`src/rtl/uart_pkg.sv`:
```
// Shared UART constants: receiver state encoding, default oversampling and frame shape.
// Latency: n/a (constants only).
// Backpressure: n/a.
package uart_pkg;

  typedef enum logic [1:0] {
    RX_IDLE  = 2'd0,
    RX_START = 2'd1,
    RX_DATA  = 2'd2,
    RX_STOP  = 2'd3
  } rx_state_e;

  localparam int OSR_DEF       = 16;
  localparam int DATA_BITS_DEF = 8;

  localparam logic START_BIT = 1'b0;
  localparam logic STOP_BIT  = 1'b1;
  localparam logic LINE_IDLE = 1'b1;

endpackage

```
`src/rtl/uart_rx_sync.sv`:
```
// Two-flop synchronizer for the asynchronous rx pad; resets to the idle line level.
// Latency: 2 txclk.
// Backpressure: none.
module uart_rx_sync
  import uart_pkg::*;
(
  input  logic txclk,
  input  logic reset,
  input  logic d,
  output logic q
);

  logic meta;

  always_ff @(posedge txclk or posedge reset) begin
    if (reset) begin
      meta <= LINE_IDLE;
      q    <= LINE_IDLE;
    end else begin
      meta <= d;
      q    <= meta;
    end
  end

endmodule

```
`src/rtl/uart_rx_os.sv`:
```
// Oversampling 8N1 UART receiver feeding a load/unload holding register with status flags.
// Latency: byte lands 3 + OSR/2 + (DATA_BITS+1)*OSR txclk after the start-bit falling edge.
// Backpressure: none on rx_in; a byte completing while the holding register is full is dropped and flags overrun.
module uart_rx_os
  import uart_pkg::*;
#(
  parameter int OSR       = OSR_DEF,
  parameter int DATA_BITS = DATA_BITS_DEF
) (
  input  logic                 txclk,
  input  logic                 reset,
  input  logic                 rx_enable,
  input  logic                 rx_in,
  input  logic                 uld_rx_data,
  output logic [DATA_BITS-1:0] rx_data,
  output logic                 rx_empty,
  output logic                 rx_over_run,
  output logic                 rx_frame_err,
  output logic                 rx_busy
);

  localparam int SW = $clog2(OSR);
  localparam int BW = $clog2(DATA_BITS) + 1;
  localparam logic [SW-1:0] HALF_M1  = SW'(OSR / 2 - 1);
  localparam logic [SW-1:0] FULL_M1  = SW'(OSR - 1);
  localparam logic [BW-1:0] LAST_BIT = BW'(DATA_BITS - 1);

  logic                 rx_s;
  rx_state_e            state, state_nxt;
  logic [SW-1:0]        sample_cnt;
  logic [BW-1:0]        bit_cnt;
  logic [DATA_BITS-1:0] shift;
  logic                 start_hit, bit_hit, stop_hit;

  uart_rx_sync u_sync (
    .txclk (txclk),
    .reset (reset),
    .d     (rx_in),
    .q     (rx_s)
  );

  always_ff @(posedge txclk or posedge reset) begin
    if (reset) state <= RX_IDLE;
    else       state <= state_nxt;
  end

  always_comb begin
    state_nxt = state;
    if (!rx_enable) begin
      state_nxt = RX_IDLE;
    end else begin
      case (state)
        RX_IDLE:  if (rx_s == START_BIT) state_nxt = RX_START;
        RX_START: if (start_hit) state_nxt = (rx_s == START_BIT) ? RX_DATA : RX_IDLE;
        RX_DATA:  if (bit_hit && bit_cnt == LAST_BIT) state_nxt = RX_STOP;
        RX_STOP:  if (stop_hit) state_nxt = RX_IDLE;
        default:  state_nxt = RX_IDLE;
      endcase
    end
  end

  // Sample strobes: mid start bit, then centre of each data and stop bit.
  always_comb begin
    start_hit = 1'b0;
    bit_hit   = 1'b0;
    stop_hit  = 1'b0;
    if (rx_enable) begin
      case (state)
        RX_START: start_hit = (sample_cnt == HALF_M1);
        RX_DATA:  bit_hit   = (sample_cnt == FULL_M1);
        RX_STOP:  stop_hit  = (sample_cnt == FULL_M1);
        default:  ;
      endcase
    end
  end

  always_ff @(posedge txclk or posedge reset) begin
    if (reset) begin
      sample_cnt <= '0;
      bit_cnt    <= '0;
      shift      <= '0;
    end else if (!rx_enable) begin
      sample_cnt <= '0;
      bit_cnt    <= '0;
    end else begin
      case (state)
        RX_START: begin
          if (start_hit) begin
            sample_cnt <= '0;
            bit_cnt    <= '0;
          end else begin
            sample_cnt <= sample_cnt + 1'b1;
          end
        end
        RX_DATA: begin
          if (bit_hit) begin
            sample_cnt <= '0;
            bit_cnt    <= bit_cnt + 1'b1;
            shift      <= {rx_s, shift[DATA_BITS-1:1]};
          end else begin
            sample_cnt <= sample_cnt + 1'b1;
          end
        end
        RX_STOP: begin
          if (stop_hit) sample_cnt <= '0;
          else          sample_cnt <= sample_cnt + 1'b1;
        end
        default: begin
          sample_cnt <= '0;
          bit_cnt    <= '0;
        end
      endcase
    end
  end

  // A same-cycle unload frees the register for the byte completing now.
  always_ff @(posedge txclk or posedge reset) begin
    if (reset) begin
      rx_data      <= '0;
      rx_empty     <= 1'b1;
      rx_over_run  <= 1'b0;
      rx_frame_err <= 1'b0;
    end else if (stop_hit && rx_s == STOP_BIT) begin
      rx_frame_err <= 1'b0;
      if (rx_empty || uld_rx_data) begin
        rx_data  <= shift;
        rx_empty <= 1'b0;
        if (uld_rx_data) rx_over_run <= 1'b0;
      end else begin
        rx_over_run <= 1'b1;
      end
    end else begin
      if (stop_hit) rx_frame_err <= 1'b1;
      if (uld_rx_data && !rx_empty) begin
        rx_empty    <= 1'b1;
        rx_over_run <= 1'b0;
      end
    end
  end

  always_ff @(posedge txclk or posedge reset) begin
    if (reset) rx_busy <= 1'b0;
    else       rx_busy <= (state_nxt != RX_IDLE);
  end

endmodule

```
`config.mk`:
```
export PLATFORM = sky130hd
export DESIGN_NAME = uart_rx_os
export DESIGN_NICKNAME = d
export VERILOG_FILES = /design/src/rtl/uart_pkg.sv /design/src/rtl/uart_rx_sync.sv /design/src/rtl/uart_rx_os.sv
export SDC_FILE = /design/constraint.sdc
export NUM_CORES = 1
export LEC_CHECK = 0
export BUFFER_PORTS_ARGS = -buffer_cell sky130_fd_sc_hd__buf_2
export CAP_MARGIN = 10
export CORE_ASPECT_RATIO = 0.75
export CORE_UTILIZATION = 45
export CTS_CLUSTER_DIAMETER = 50
export DETAILED_ROUTE_END_ITERATION = 16
export PLACE_DENSITY = 0.67
export SETUP_SLACK_MARGIN = 0.15
export SLEW_MARGIN = 40
export SYNTH_ARGS = -nofsm -noshare
export SYNTH_HDL_FRONTEND = slang
export SYNTH_SLANG_ARGS = --single-unit
```
`constraint.sdc`:
```
create_clock -name txclk -period 1.9 [get_ports txclk]
set_clock_uncertainty 0.2 [all_clocks]
set_input_delay 0.095 -clock txclk [delete_from_list [all_inputs] [get_ports txclk]]
set_output_delay 0.095 -clock txclk [all_outputs]
set_load 0.005 [all_outputs]
```
==> reports/results.ini <==
[pwr]
ir_worst_vdd_v = 0.000505
p_switching_mw = 0.286
finalPower_mw = 1.46
power_density_nw_per_um2 = 797
seqPwrFrac = 0.478
internal_power_mw = 1.18
power_switching_share = 0.195
power_frac_comb = 0.036
p_clk_frac = 0.486
cellLeakagePower_nw = 0.908

[yosys]
synth_area_um2 = 1390
ys_async_sr_fraction = 1.00
synth_edf_count = 0
synth_cell_type_count = 39
synth_fp_nets = 115
avgSynthCellArea_um2 = 12.9
syn-instance-count = 108
ys.flop_type = dfrtp_1
ys_seq_area_frac = 0.579
ys_ff_latch = 32
ys_warn_count = 0

[sta]
setup_slack_ns = 0.145
worst_hold_slack_ns = 0.159
finalCritPeriodShare = 0.924
setup_tns_ns = 0
drv_slew = 0
maxSlewHeadroom = 0.737
timing.fmax_ghz = 0.570
tightestPinTransition_ns = 0.395
fin_crit_ns = 1.75
rsz0062_at_grt = true
setup_viol = 0
finalHoldViolCount = 0

[layout]
layoutNonFillerInstCount = 182
diodes = 0
drive_gt1_frac = 0.514
post-route-util = 0.626
finalNetCount = 150
area_growth_pct = 32.3
fin_area_um2 = 1840
fill_cells = 221
final_common_cell = dfrtp_1
layout_common_cells = dfrtp_1, buf_2, buf_4

[place]
post-place-ws_ns = 0.0122
dpl_cell_area_um2 = 1500
dp.cells = 160
io_buffer_count = 16
place_congestion = 0.798
hpwlAfterDp_um = 1550

[drt]
drt-total-wl_um = 2550
avgViaCountPerCell = 5.28
drtIter0Drc = 42
drcViolationCount = 0
ant_nets = 0
vias = 961
post_drt_wl_per_cell_um = 14.0
dr.pass1.iters = 4

[global_routing]
grt_pass1_wl_um = 4150
first_global_vias = 921
grt-ovfl-total = 0
grt_max_degree = 33
antenna_found_initial = 0
grtUsageTotal = 0.177

[die]
start_util = 0.473
die_area_um2 = 3310
pin_count = 17
die_w_um = 66.2
dieHeight_um = 50.1
core_area_um2 = 2940
row_count = 17

[job]
maxCapViolations = 0

[clocking]
cts_sinks = 32
cts_tree = done
cts-buffers-inserted = 5
htree_levels = 2
clock_latency_ns = 0.28
clk_pin_slew_ns = 0.06
cts_root_buffer = clkbuf_8
cts_buffer_depth = 2

[hold_path]
hp-class = flop to flop
hp-start = u_sync.meta

[setup_path]
crit_path_end_kind = flop
rrSetupSlack_ns = 0.15
critPathKind = flop to flop
path_max_fanout = 8
crit_arrival_ns = 1.72
crit_required_ns = 1.87
worstSetupStartpoint = sample_cnt[1]
reg2reg_from = sample_cnt[1]
worst_setup_path_start_kind = flop

[status]
outcome = finished clean

-- timing repair --
item,CTS,global route
hold buffers,4,0
pin swaps,3,3
buffers inserted,5,5
endpoints found under the setup margin,10,20
hold endpoints to repair,36,0
resized for setup,10,13
-- cells in the mapped netlist, drive strengths merged, types with 2 or more instances --
library cell	instances	share of area
mux2	17	0.14
dfstp	3	0.057
o21ai	2	0.0072
a21oi	2	0.0072
ha	2	0.018
nand2	5	0.014
or2	2	0.0090
inv	2	0.0054
nor2	9	0.030
dfrtp	29	0.52
nand3b	2	0.011
buf	4	0.023
nand3	5	0.018
a22o	2	0.014
xor2	2	0.013
-- path summary, 6_finish.rpt --
| check | depth (start not counted) | endpoint |
|---|---|---|
| hold / removal | 0 | u_sync.q |
| max in group asynchronous | 4 | u_sync.q |
| hold reg to reg | 0 | u_sync.q |
| min in group asynchronous | 4 | rx_over_run |
| setup reg to reg | 6 | rx_data[5] |
| setup / recovery | 6 | rx_data[5] |
-- per-layer routing --
metal	part of all wire	track usage	routed length (µm)	vias to the layer above
met5	0	0	0	-
met4	0.027	0.106	68	0
met3	0.039	0.0625	99	9
met2	0.45	0.264	1140	19
met1	0.49	0.218	1240	476
li1	-	-	-	457
-- sequential cells by signal, indices dropped and copies added, names as in the netlist --
| name | cells |
|---|---|
| rx_data | 8 |
| bit_cnt | 4 |
| rx_empty | 1 |
| sample_cnt | 4 |
| state | 2 |
| rx_over_run | 1 |
| shift | 8 |
| rx_busy | 1 |
| u_sync.q | 1 |
| rx_frame_err | 1 |
| u_sync.meta | 1 |
-- power by group through the flow --
stage / registers [mW] / clock network [mW] / logic [mW]
5_1_grt: 0.700 / 0.752 / 0.0590
3_5_place_dp: 0.710 / 0 / 0.0414
4_1_cts: 0.698 / 0.722 / 0.0523
2_1_floorplan: 0.706 / 0 / 0.0313
3_3_place_gp: 0.710 / 0 / 0.0399
6_report: 0.699 / 0.712 / 0.0520
-- kinds of logic after synthesis --
group	after synthesis	share of synthesized area
flip-flops	32	0.579
AND/OR/NAND/NOR	31	0.125
buffers and inverters	7	0.0324
XOR/XNOR	3	0.0189
multiplexers	18	0.145
adder cells (fa/ha/maj)	2	0.0180
AO/OA/AOI/OAI	15	0.0811
-- final cells by class --
cell class / instances / area, µm² / share of cell area
inverter: 2 / 7.51 / 0.00409
sequential: 32 / 808 / 0.440
timing repair buffer: 33 / 234 / 0.127
clock inverter: 1 / 30.0 / 0.0163
clock buffer: 7 / 96.3 / 0.0525
multi-input combinational: 69 / 613 / 0.334
tap: 38 / 47.5 / 0.0259
-- critical path, stage by stage (launching register included) --
cell and delay, ns:
dfrtp_1 0.40, ha_4 0.18, and4_4 0.25, nand2_4 0.06, nor2_4 0.11, buf_12 0.15
mux2_4 0.30
Note: power is estimated with default switching activity, not from simulation.
